--- src/rtl/pipeline_sequencer.sv ---
// Pipeline stage sequencer: issues all-stage start pulses, drives per-stage resets for
// power-up hold and jump flushes, and counts steps. Optional perf counters: PIPELINE_SEQ_PERF_EN.
module pipeline_sequencer #(
    parameter int unsigned STAGES       = 5,
    parameter int unsigned FLUSH_STAGES = 3,
    parameter int unsigned FLUSH_CYCLES = 2,
    parameter int unsigned RESET_CYCLES = 2,
    parameter int unsigned COUNT_WIDTH  = 32
) (
    input  logic                   clockIn,
    input  logic                   resetIn,
    input  logic                   stallIn,
    input  logic                   jumpLatchIn,
    input  logic [STAGES-1:0]      readyBitsIn,
    output logic [STAGES-1:0]      startBitsOut,
    output logic [STAGES-1:0]      resetBitsOut,
    output logic                   busyOut,
    output logic                   jumpAckOut,
`ifdef PIPELINE_SEQ_PERF_EN
    output logic [COUNT_WIDTH-1:0] stallCountOut,
    output logic [COUNT_WIDTH-1:0] flushCountOut,
`endif
    output logic [COUNT_WIDTH-1:0] stepCountOut
);

    localparam int unsigned HoldMax = (RESET_CYCLES > FLUSH_CYCLES) ? RESET_CYCLES : FLUSH_CYCLES;
    localparam int unsigned HoldW   = (HoldMax > 1) ? $clog2(HoldMax) : 1;

    typedef enum logic [2:0] {
        StRstHold,
        StWait,
        StStart,
        StGuard,
        StExec,
        StFlush
    } state_e;

    state_e                 r_state;
    state_e                 w_state_d;
    logic [HoldW-1:0]       r_hold;
    logic [HoldW-1:0]       w_hold_d;
    logic                   w_all_ready;
    logic                   w_flush_entry;
    logic [STAGES-1:0]      w_flush_mask;

    logic [STAGES-1:0]      r_start;
    logic [STAGES-1:0]      r_reset;
    logic                   r_busy;
    logic                   r_ack;
    logic [COUNT_WIDTH-1:0] r_step;
    logic [STAGES-1:0]      w_start_d;
    logic [STAGES-1:0]      w_reset_d;
    logic                   w_busy_d;
    logic                   w_ack_d;
    logic [COUNT_WIDTH-1:0] w_step_d;

    assign w_all_ready = &readyBitsIn;

    always_comb begin
        w_flush_mask = '0;
        for (int i = 0; i < int'(STAGES); i++) begin
            w_flush_mask[i] = (i < int'(FLUSH_STAGES));
        end
    end

    always_comb begin
        w_state_d     = r_state;
        w_hold_d      = r_hold;
        w_flush_entry = 1'b0;
        case (r_state)
            StRstHold: begin
                // jumpLatchIn deliberately not looked at while stages are held in reset
                if (r_hold == '0) begin
                    w_state_d = StWait;
                end else begin
                    w_hold_d = r_hold - HoldW'(1);
                end
            end
            StWait, StExec: begin
                if (jumpLatchIn) begin
                    w_state_d     = StFlush;
                    w_hold_d      = HoldW'(FLUSH_CYCLES - 1);
                    w_flush_entry = 1'b1;
                end else if (w_all_ready && !stallIn) begin
                    w_state_d = StStart;
                end
            end
            StStart, StGuard: begin
                if (jumpLatchIn) begin
                    w_state_d     = StFlush;
                    w_hold_d      = HoldW'(FLUSH_CYCLES - 1);
                    w_flush_entry = 1'b1;
                end else begin
                    w_state_d = (r_state == StStart) ? StGuard : StExec;
                end
            end
            StFlush: begin
                if (jumpLatchIn) begin
                    w_hold_d = HoldW'(FLUSH_CYCLES - 1);
                end else if (r_hold == '0) begin
                    w_state_d = StWait;
                end else begin
                    w_hold_d = r_hold - HoldW'(1);
                end
            end
            default: begin
                w_state_d = StRstHold;
                w_hold_d  = HoldW'(RESET_CYCLES - 1);
            end
        endcase
    end

    // Outputs are registered from the next state so they line up with the state they describe
    always_comb begin
        w_start_d = (w_state_d == StStart) ? '1 : '0;
        w_reset_d = '0;
        if (w_state_d == StRstHold) begin
            w_reset_d = '1;
        end else if (w_state_d == StFlush) begin
            w_reset_d = w_flush_mask;
        end
        w_busy_d = (w_state_d != StWait);
        w_ack_d  = (w_state_d == StFlush) && (w_hold_d == '0);
        w_step_d = (w_state_d == StStart) ? r_step + COUNT_WIDTH'(1) : r_step;
    end

    always_ff @(posedge clockIn or negedge resetIn) begin
        if (!resetIn) begin
            r_state <= StRstHold;
            r_hold  <= HoldW'(RESET_CYCLES - 1);
            r_start <= '0;
            r_reset <= '1;
            r_busy  <= 1'b1;
            r_ack   <= 1'b0;
            r_step  <= '0;
        end else begin
            r_state <= w_state_d;
            r_hold  <= w_hold_d;
            r_start <= w_start_d;
            r_reset <= w_reset_d;
            r_busy  <= w_busy_d;
            r_ack   <= w_ack_d;
            r_step  <= w_step_d;
        end
    end

    assign startBitsOut = r_start;
    assign resetBitsOut = r_reset;
    assign busyOut      = r_busy;
    assign jumpAckOut   = r_ack;
    assign stepCountOut = r_step;

`ifdef PIPELINE_SEQ_PERF_EN
    logic [COUNT_WIDTH-1:0] r_stall_cnt;
    logic [COUNT_WIDTH-1:0] r_flush_cnt;
    logic                   w_stall_hit;

    // Guard cycle excluded: readiness is not considered there
    assign w_stall_hit = ((r_state == StWait) || (r_state == StExec)) && w_all_ready && stallIn;

    always_ff @(posedge clockIn or negedge resetIn) begin
        if (!resetIn) begin
            r_stall_cnt <= '0;
            r_flush_cnt <= '0;
        end else begin
            if (w_stall_hit) begin
                r_stall_cnt <= r_stall_cnt + COUNT_WIDTH'(1);
            end
            if (w_flush_entry) begin
                r_flush_cnt <= r_flush_cnt + COUNT_WIDTH'(1);
            end
        end
    end

    assign stallCountOut = r_stall_cnt;
    assign flushCountOut = r_flush_cnt;
`endif

endmodule
--- config.mk ---
export PLATFORM = sky130hd
export DESIGN_NAME = pipeline_sequencer
export DESIGN_NICKNAME = d
export VERILOG_FILES = /design/src/rtl/pipeline_sequencer.sv
export SDC_FILE = /design/constraint.sdc
export NUM_CORES = 1
export LEC_CHECK = 0
export ABC_AREA = 1
export ABC_CLOCK_PERIOD_IN_PS = 1910
export CAP_MARGIN = 0
export CORE_AREA = 2 2 75 77
export DETAILED_ROUTE_END_ITERATION = 6
export DIE_AREA = 0 0 77 79
export PLACE_DENSITY = 0.77
export SLEW_MARGIN = 20
export SYNTH_ARGS = -nofsm -noshare
export SYNTH_HDL_FRONTEND = slang
export SYNTH_SLANG_ARGS = --single-unit
--- constraint.sdc ---
create_clock -name clockIn -period 1.91 [get_ports clockIn]
set_clock_uncertainty 0.1 [all_clocks]
set_input_delay 0.2865 -clock clockIn [delete_from_list [all_inputs] [get_ports clockIn]]
set_output_delay 0.2865 -clock clockIn [all_outputs]
set_load 0.01 [all_outputs]
==> out/results.ini, run 1 <==
[run_status]
status=finished, final reports clean

[worst_setup_path]
cpMaxStageDelayCell=clkdlybuf4s50_1
path_class=flop to primary output
r2r_slack_ns=0.15
r2r-end=stepCountOut[16]
path_max_fanout=6
path_cells=clkdlybuf4s50_1
rr_worst_depth=7
endpoint_kind=primary output
slowest_delay_ns=0.59
critPathTopFamily=buffers and inverters
cp.required_ns=1.52
path_buf_inv=1
critPathArrivalTime_ns=1.38
start_kind=flop
r2r_start=stepCountOut[1]

[routing]
vias=2478
routed_wl_um=6106
dr.pass1.iters=4
via_per_inst=4.917
drt-initial-drc-count=132
postRouteAntennaNets=0
routedWlPerCell_um=12.12
drc=0

[final_layout]
areaGrowthSynthToFinish_pct=27.09
antenna_cells=0
drive_gt1_share_pct=8.102
n_fill_cell=527
multiInputGateArea_mm2=0.001398
layout.cells.non_filler=504
regArea_mm2=0.001031
nets=441
design_area_mm2=0.003287

[clock_tree]
cts_tree=built
clk_pin_slew_ns=0.08
root_buffer=clkbuf_8
cts_setup_buffers=0
clk_latency_ns=0.30
clockBufferDepth=2
numCtsBuffers=5
htree_num_levels=2
numClockSinks=41

[floorplanning]
core_area_mm2=0.005338
dieHeight_um=79
rows=27
die_w_um=77
die_area_mm2=0.006083
ioPinCount=53
start_util_pct=48.45

[logic_synthesis]
ys_warn_count=0
synthTopCellsByArea=dfrtp_1, nand2_1, nor2_1
seq_area_frac_synth_pct=39.86
synth-seq-cells=41
synth_fp_nets=387
synth_top_cell_area_share_pct=35.80
syn-mean-instance-area_um2=6.860
synth_largest_area_cell=dfrtp_1
syn_inst=377
syn_area_mm2=0.002586
netlist-cell-type-count=26

[place]
place_hpwl_um=4908
preCtsSetupSlack_ns=0.07529
gp_congestion=0.9655
placed_cell_area_mm2=0.003173
port-buffer-count=52
placedCellCount=495

[grt]
first_global_vias=2432
grt_max_degree=24
grt.overflow.total=0
grt_pass1_wl_um=10760
grt_usage_pct=22.06
antenna_found_initial=0

[timing]
min_period_ns=1.765
max-slew-margin-rel_pct=66.32
finalHoldViolations=0
fmax_mhz=566.6
rsz0062_at_grt=false
report.final.setup_viol=0
fin_ws_ns=0.1452
layout_worst_path_cycle_share_pct=92.40
tightest_slew_ns=0.5052
fin_setup_tns_ns=0
drv_slew=0

[hold_path]
hold_path.class=input port to async pin

[pwr]
power_per_cell_area_mw_per_mm2=804.3
ir_drop_mv=0.7827
total_leakage_power_uw=0.001510

[job]
drv_cap=0

==> sequential cells by signal, summed over array words and instances, names as in the netlist <==
signal / count
busyOut: 1
resetBitsOut: 2
jumpAckOut: 1
r_state: 3
startBitsOut: 1
stepCountOut: 32
r_hold: 1
==> cells in the mapped netlist <==
cell / n
dfstp_2: 4
o21ai_0: 3
inv_1: 18
xnor2_1: 4
inv_2: 1
nand4_1: 2
a21oi_4: 1
nand2_1: 180
a21boi_0: 1
xor2_1: 10
o21ai_1: 2
buf_2: 2
nand3_2: 1
nor2_1: 64
nand3_1: 6
nand2_2: 3
nand3b_1: 15
ha_1: 1
nor2_2: 3
dfrtp_1: 37
nand2_4: 1
nor2_4: 3
buf_4: 9
buf_6: 1
xor2_2: 2
a21oi_1: 3
==> logic make-up after synthesis <==
logic type,after synthesis,synth area share (%)
adder cells (fa/ha/maj),1,0.4837
AO/OA/AOI/OAI,10,2.467
flip-flops,41,39.86
AND/OR/NAND/NOR,278,44.99
XOR/XNOR,16,5.999
buffers and inverters,31,6.192
==> metal layers <==
| metal | wire [µm] | vias up | GRT usage (%) |
|---|---|---|---|
| met5 | 0 | - | 0 |
| met4 | 99 | 0 | 6.786 |
| met3 | 310 | 8 | 3.977 |
| met2 | 2900 | 75 | 37.28 |
| met1 | 2796 | 1127 | 29.07 |
| li1 | - | 1268 | - |
==> cell type report <==
type | instances | share of cell area, %
Multi-Input combinational cell | 305 | 42.52
Tap cell | 72 | 2.741
Timing Repair Buffer | 59 | 18.12
Clock inverter | 1 | 0.1523
Inverter | 19 | 2.170
Sequential cell | 41 | 31.37
Clock buffer | 7 | 2.931
==> metrics by stage <==
stage	hold slack, ns	util (%)	total power (µW)
after CTS	0.4054	61.53	2662
after global routing	0.4646	61.58	2802
after global placement	0.1812	59.45	2010
after floorplan	-0.1091	-	1669
final	0.4186	61.58	2644
after detailed placement	0.1862	59.45	2033
==> cells in the final DEF, fill, tap and decap left out <==
cell	netlist	final
xnor2_1	4	4
nor2_4	3	3
a21oi_1	3	3
nand3b_1	15	15
inv_2	1	1
buf_2	2	1
nand2_1	180	180
xor2_1	10	10
inv_1	18	18
clkbuf_8	0	7
dfrtp_1	37	37
buf_4	9	4
nand2_2	3	3
nand4_1	2	2
o21ai_1	2	2
nor2_2	3	3
nand3_2	1	1
a21oi_4	1	1
buf_12	0	2
clkdlybuf4s50_1	0	51
nor2_1	64	64
o21ai_0	3	3
dlygate4sd3_1	0	1
xor2_2	2	2
a21boi_0	1	1
nand2_4	1	1
ha_2	0	1
dfstp_2	4	4
nand3_1	6	6
clkinv_2	0	1
==> worst max path at each step <==
| stage | slack, ns | to | start | depth (start not counted) |
|---|---|---|---|---|
| after CTS | 0.13 | stepCountOut[16] | stepCountOut[1] | 7 |
| after detailed placement | 0.08 | stepCountOut[15] | readyBitsIn[4] | 9 |
| after global routing | 0.03 | stepCountOut[16] | stepCountOut[1] | 7 |
| after floorplan | 0.35 | stepCountOut[16] | stepCountOut[0] | 7 |
| after global placement | 0.10 | stepCountOut[14] | readyBitsIn[4] | 9 |
| final | 0.15 | stepCountOut[25] | stepCountOut[25] | 1 |
==> power breakdown <==
| part | total, µW | internal, µW | switching (µW) |
|---|---|---|---|
| Combinational | 853 | 409 | 444 |
| Sequential | 1170 | 1030 | 145 |
| Clock | 620 | 326 | 293 |
==> what timing repair did <==
action | CTS | global route
hold buffers | 1 | 0
gates resized for setup | 0 | 1
endpoints found under the hold margin | 18 | 0
setup endpoints to repair | 0 | 1
(Power assumes the default switching activity.)
==> inputs of run 2 (changes only) <==
--- a/config.mk
+++ b/config.mk
@@ -6,12 +6,12 @@
 export NUM_CORES = 1
 export LEC_CHECK = 0
 export ABC_AREA = 1
-export ABC_CLOCK_PERIOD_IN_PS = 1910
+export ABC_CLOCK_PERIOD_IN_PS = 2300
 export CAP_MARGIN = 0
-export CORE_AREA = 2 2 75 77
+export CORE_AREA = 2 2 71 73
 export DETAILED_ROUTE_END_ITERATION = 6
-export DIE_AREA = 0 0 77 79
-export PLACE_DENSITY = 0.77
+export DIE_AREA = 0 0 73 75
+export PLACE_DENSITY = 0.85
 export SLEW_MARGIN = 20
 export SYNTH_ARGS = -nofsm -noshare
 export SYNTH_HDL_FRONTEND = slang
==> constraint.sdc (replaced) <==
create_clock -name clockIn -period 2.3 [get_ports clockIn]
set_clock_uncertainty 0.1 [all_clocks]
set_input_delay 0.345 -clock clockIn [delete_from_list [all_inputs] [get_ports clockIn]]
set_output_delay 0.345 -clock clockIn [all_outputs]
set_load 0.005 [all_outputs]
==> out/results.ini, run 2 (same netlist as run 1, synthesis figures left out) <==
[run_status]
status=finished, final reports clean

[clock_tree]
numClockSinks=41  ; unchanged
numCtsBuffers=5  ; unchanged
cts_tree=built
clockBufferDepth=2  ; unchanged
clk_latency_ns=0.30  ; about the same
root_buffer=clkbuf_8
clk_pin_slew_ns=0.08  ; about the same
cts_setup_buffers=0  ; unchanged
post_cts_resized=0  ; unchanged
cts_hold_buf=0  ; -1
htree_num_levels=2  ; unchanged

[routing]
vias=2456  ; -0.89%
drc=0  ; unchanged
via_per_inst=5.117  ; +4.1%
postRouteAntennaNets=0  ; unchanged
drt-initial-drc-count=249  ; +89%
routedWlPerCell_um=13.08  ; +8.0%
routed_wl_um=6278  ; +2.8%
dr.pass1.iters=4  ; unchanged

[grt]
use_met3_pct=3.347  ; -0.63 points
grt_pass1_wl_um=10630  ; -1.3%
grt_busiest_layer=met2
antenna_found_initial=0  ; unchanged
grt_usage_pct=24.95  ; +2.9 points
grt_max_degree=42  ; +75%
grt.overflow.total=0  ; unchanged
grt.met1_usage_pct=31.47  ; +2.4 points
grt_use_met2_pct=44.14  ; +6.9 points
first_global_vias=2331  ; -4.2%

[final_layout]
layout_commonest_cell=nand2_1
areaGrowthSynthToFinish_pct=23.32
fin_util_pct=68.43  ; +6.8 points
mostFrequentLayoutCells=nand2_1, nor2_1, clkdlybuf4s50_1, dfrtp_1, inv_1
antenna_cells=0  ; unchanged
nets=435  ; -1.4%
largest_reg_flops=32  ; unchanged
design_area_mm2=0.003189  ; -3.0%
drive_gt1_share_pct=6.808  ; -1.3 points

[timing]
rsz0062_at_grt=false
finalHoldViolations=0  ; unchanged
report.final.setup_viol=0  ; unchanged
max-slew-margin-rel_pct=39.44  ; -27 points
layout_worst_path_cycle_share_pct=80.94
whs_ns=0.07319  ; -0.3454 ns
fmax_mhz=537.2
fin_setup_tns_ns=0  ; unchanged
drv_slew=0  ; unchanged
tightest_slew_ns=0.9084  ; +0.4031 ns
min_period_ns=1.862

[hold_path]
hold_path.class=input port to async pin

[worst_setup_path]
critPathArrivalTime_ns=1.94  ; +0.56 ns
start_kind=flop
path_class=flop to flop
path_max_fanout=6  ; unchanged
endpoint_kind=flop
cp.required_ns=2.38  ; +0.86 ns

[floorplanning]
ioPinCount=53  ; unchanged
die_w_um=73  ; -5.2%
core_area_mm2=0.004661  ; -13%
die_area_mm2=0.005475  ; -10%
start_util_pct=55.49  ; +7.0 points
rows=25  ; -7.4%
dieHeight_um=75  ; -5.1%

[place]
place_hpwl_um=4781  ; -2.6%
gp_congestion=1.003  ; +3.9%
placed_cell_area_mm2=0.003088  ; -2.7%
port-buffer-count=52  ; unchanged

[pwr]
ir_drop_mv=0.6417  ; -18%
power_per_cell_area_mw_per_mm2=672.5  ; -16%
total_leakage_power_uw=0.001476  ; -2.3%
fin_total_pwr_uw=2145  ; -19%

[job]
drv_cap=0  ; unchanged

## run 2: cell types whose count changed in the layout (fill, tap and decap cells not counted)
cell	delta
buf_4	-3
buf_12	-2
dlygate4sd3_1	-1
ha_1	+1
ha_2	-1
## run 2: critical path: stages (launching register included)
cell and delay (ns):
dfrtp_1 0.45, ha_1 0.29, inv_1 0.10, nor2_1 0.23, nand2_1 0.17, nor2_1 0.16
xnor2_1 0.14, o21ai_0 0.09
## run 2: path summary, 6_finish.rpt
path,slack [ns],end,depth (start not counted),from
hold reg to reg,0.43,stepCountOut[31],2,stepCountOut[31]
setup reg to reg,0.44,stepCountOut[16],7,stepCountOut[0]
min in group clockIn,0.43,stepCountOut[31],2,stepCountOut[31]
hold / removal,0.07,stepCountOut[4],1,resetIn
max in group asynchronous,1.46,stepCountOut[27],1,resetIn
setup / recovery,0.44,stepCountOut[16],7,stepCountOut[0]
## run 2: area by class of cell
class                      instances  area, µm²
fill                             405       1471
timing repair buffer              53      523.0
sequential                        41       1031
tap                               54      67.56
clock buffer                       7      96.34
inverter                          19      71.32
clock inverter                     1      5.005
multi-input combinational        305       1395
## run 2: per-stage QoR
stage          setup WS [ns]  instances
2_1_floorplan         0.7806        377
3_3_place_gp          0.3264        472
3_5_place_dp          0.2911        472
4_1_cts               0.4992        480
5_1_grt               0.3385        480
6_report              0.4383        480
## run 2: where the power goes
part,switching (µW),total [µW],internal [µW]
combinational,325,643,318
clock,249,521,271
sequential,129,981,852
total,703,2140,1440
## run 2: routing by layer
| metal | wire length (µm) | up-vias | share of wire [%] |
|---|---|---|---|
| li1 | - | 1248 | - |
| met1 | 2733 | 1114 | 44 |
| met2 | 3154 | 85 | 50 |
| met3 | 312 | 9 | 5.0 |
| met4 | 77 | 0 | 1.2 |
| met5 | 0 | - | 0 |
==> inputs of run 3 (changes only) <==
--- a/config.mk
+++ b/config.mk
@@ -6,12 +6,12 @@
 export NUM_CORES = 1
 export LEC_CHECK = 0
 export ABC_AREA = 1
-export ABC_CLOCK_PERIOD_IN_PS = 2300
+export ABC_CLOCK_PERIOD_IN_PS = 1600
 export CAP_MARGIN = 0
-export CORE_AREA = 2 2 71 73
+export CORE_AREA = 2 2 78 80
 export DETAILED_ROUTE_END_ITERATION = 6
-export DIE_AREA = 0 0 73 75
-export PLACE_DENSITY = 0.85
+export DIE_AREA = 0 0 80 82
+export PLACE_DENSITY = 0.75
 export SLEW_MARGIN = 20
 export SYNTH_ARGS = -nofsm -noshare
 export SYNTH_HDL_FRONTEND = slang
==> constraint.sdc (replaced) <==
create_clock -name clockIn -period 1.6 [get_ports clockIn]
set_clock_uncertainty 0.1 [all_clocks]
set_input_delay 0.24 -clock clockIn [delete_from_list [all_inputs] [get_ports clockIn]]
set_output_delay 0.24 -clock clockIn [all_outputs]
set_load 0.005 [all_outputs]
==> out/results.ini, run 3 (same netlist as run 1, synthesis figures left out) <==
[final_layout]
areaGrowthSynthToFinish_pct=53.65
design_area_mm2=0.003974  ; +25%
layout.cells.non_filler=571  ; +19%
largest_reg_flops=32  ; unchanged
antenna_cells=0  ; unchanged
nets=505  ; +16%
mostFrequentLayoutCells=nand2_1, buf_4, nor2_1, clkdlybuf4s50_1, dfrtp_1
layout_commonest_cell=nand2_1
drive_gt1_share_pct=29.64  ; +23 points
n_fill_cell=497  ; +23%

[floorplanning]
die_area_mm2=0.006560  ; +20%
rows=28  ; +12%
core_area_mm2=0.005746  ; +23%
ioPinCount=53  ; unchanged
dieHeight_um=82  ; +9.3%
start_util_pct=45.01  ; -10 points
die_w_um=80  ; +9.6%

[pwr]
ir_drop_mv=0.8459  ; +32%
p_int_uw=2327  ; +61%
p_sw_uw=1174  ; +67%
switching_share_pct=33.53  ; +0.74 points
power_frac_clock_pct=25.0  ; +0.7 points
total_leakage_power_uw=0.001973  ; +34%
p_seq_share_pct=39.0  ; -6.7 points
pwr-share-comb_pct=36.0  ; +6.0 points
power_per_cell_area_mw_per_mm2=881.0  ; +31%

[clock_tree]
cts_tree=built
clk_latency_ns=0.30  ; about the same
clk_pin_slew_ns=0.09  ; about the same
root_buffer=clkbuf_8
htree_num_levels=2  ; unchanged
clockBufferDepth=2  ; unchanged
numClockSinks=41  ; unchanged
numCtsBuffers=5  ; unchanged

[timing]
layout_worst_path_cycle_share_pct=103.2  ; +22 points
report.final.setup_viol=2  ; +2
fmax_mhz=605.8  ; +13%
fin_ws_ns=-0.05064  ; -0.4890 ns
max-slew-margin-rel_pct=67.05  ; +28 points
tightest_slew_ns=0.4942  ; -0.4142 ns
rsz0062_at_grt=true
min_period_ns=1.651  ; -0.2110 ns
drv_slew=0  ; unchanged
finalHoldViolations=0  ; unchanged
fin_setup_tns_ns=-0.09185  ; -0.09185 ns

[worst_setup_path]
cpMaxStageDelayCell=dfrtp_1
critPathArrivalTime_ns=1.75  ; -0.19 ns
path_buf_inv=2  ; +1
path_max_fanout=4  ; -2
r2r_slack_ns=-0.05  ; -0.49 ns
path_class=flop to flop
start_kind=flop
path_cells=buf_6 -> nand2_2 -> nor2_4 -> nand2_1 -> nor2_1 -> buf_4 -> nand2_1 -> nand2_1 -> nand2_1 -> nand2_1 -> nand2_1
slowest_delay_ns=0.45  ; about the same
cp.required_ns=1.70  ; -0.68 ns
critPathTopFamily=simple AND/OR/NAND/NOR gates
cpMostUsedCell=nand2_1
endpoint_kind=flop

[routing]
drt-initial-drc-count=144  ; -42%
routed_wl_um=7747  ; +23%
postRouteAntennaNets=0  ; unchanged
drc=0  ; unchanged
routedWlPerCell_um=13.57  ; +3.7%
dr.pass1.iters=4  ; unchanged
vias=2793  ; +14%
via_per_inst=4.891  ; -4.4%

[grt]
grt_pass1_wl_um=11490  ; +8.1%
grt.overflow.total=0  ; unchanged
grt_usage_pct=22.55  ; -2.4 points
first_global_vias=2492  ; +6.9%
antenna_found_initial=0  ; unchanged
grt_max_degree=23  ; -45%

[hold_path]
hold_path.class=input port to async pin

[place]
gp_congestion=0.8724  ; -13%
port-buffer-count=52  ; unchanged
placed_cell_area_mm2=0.003322  ; +7.6%
placedCellCount=519  ; +10%
place_hpwl_um=5174  ; +8.2%

[run_status]
violations=negative setup slack
status=finished with violations

[job]
drv_cap=0  ; unchanged

-- run 3: cell types whose count changed in the layout (fill, tap and decap cells not counted), sizes merged, moves of 7 or more --
cell           change
buf               +66
clkdlybuf4s50     -23
dlygate4sd2       +16
dlymetal6s2s       +7
-- run 3: cell type report --
type	instances	area, µm²	share of cell area [%]
multi-input cells	306	1551	39.04
repair buffers	122	1092	27.49
flip-flops and latches	41	1045	26.29
well taps	75	93.84	2.361
inverters	19	76.32	1.921
clock buffers	5	68.82	1.732
clock inverters	3	46.29	1.165
-- run 3: worst paths after layout --
kind	from	endpoint	depth (start not counted)
min in group clockIn	stepCountOut[3]	stepCountOut[3]	1
worst min-delay path	resetIn	r_state[2]	2
max in group asynchronous	resetIn	stepCountOut[12]	3
worst max register to register	stepCountOut[2]	stepCountOut[26]	11
worst max-delay path	stepCountOut[2]	stepCountOut[26]	11
worst min register to register	stepCountOut[3]	stepCountOut[3]	1
-- run 3: per-stage QoR --
stage | total power (µW) | utilization [%] | hold WS (ns) | setup WS (ns)
2_1_floorplan | 1934 | - | -0.1556 | 0.08062
3_3_place_gp | 2424 | 57.82 | 0.1091 | -0.1260
3_5_place_dp | 2455 | 57.82 | 0.1279 | -0.1975
5_1_grt | 3682 | 69.16 | 0.3866 | -0.07267
4_1_cts | 3305 | 62.74 | 0.3394 | 0.002427
6_report | 3501 | 69.16 | 0.3420 | -0.05064
-- run 3: layer usage --
layer,vias up,GRT usage (%),routed length [µm]
met1,1304,28.14,3298
li1,1386,-,-
met2,89,39.58,3893
met5,-,0,0
met3,14,3.407,417
met4,0,8.305,138
-- run 3: power by group through the flow --
stage / sequential, µW / clock (µW) / combinational [µW]
floorplan: 1400 / 0 / 536
global placement: 1400 / 0 / 1030
detailed placement: 1400 / 0 / 1060
CTS: 1360 / 880 / 1070
global route: 1390 / 915 / 1370
finish: 1370 / 876 / 1260
-- run 3: repair_timing --
action / 4_1_cts / 5_1_grt
hold buffers: 1 / 0
gates resized for setup: 25 / 61
pin swaps: 0 / 8
gates cloned: 0 / 3
setup endpoints to repair: 35 / 48
hold endpoints to repair: 18 / 0
setup buffers: 22 / 18
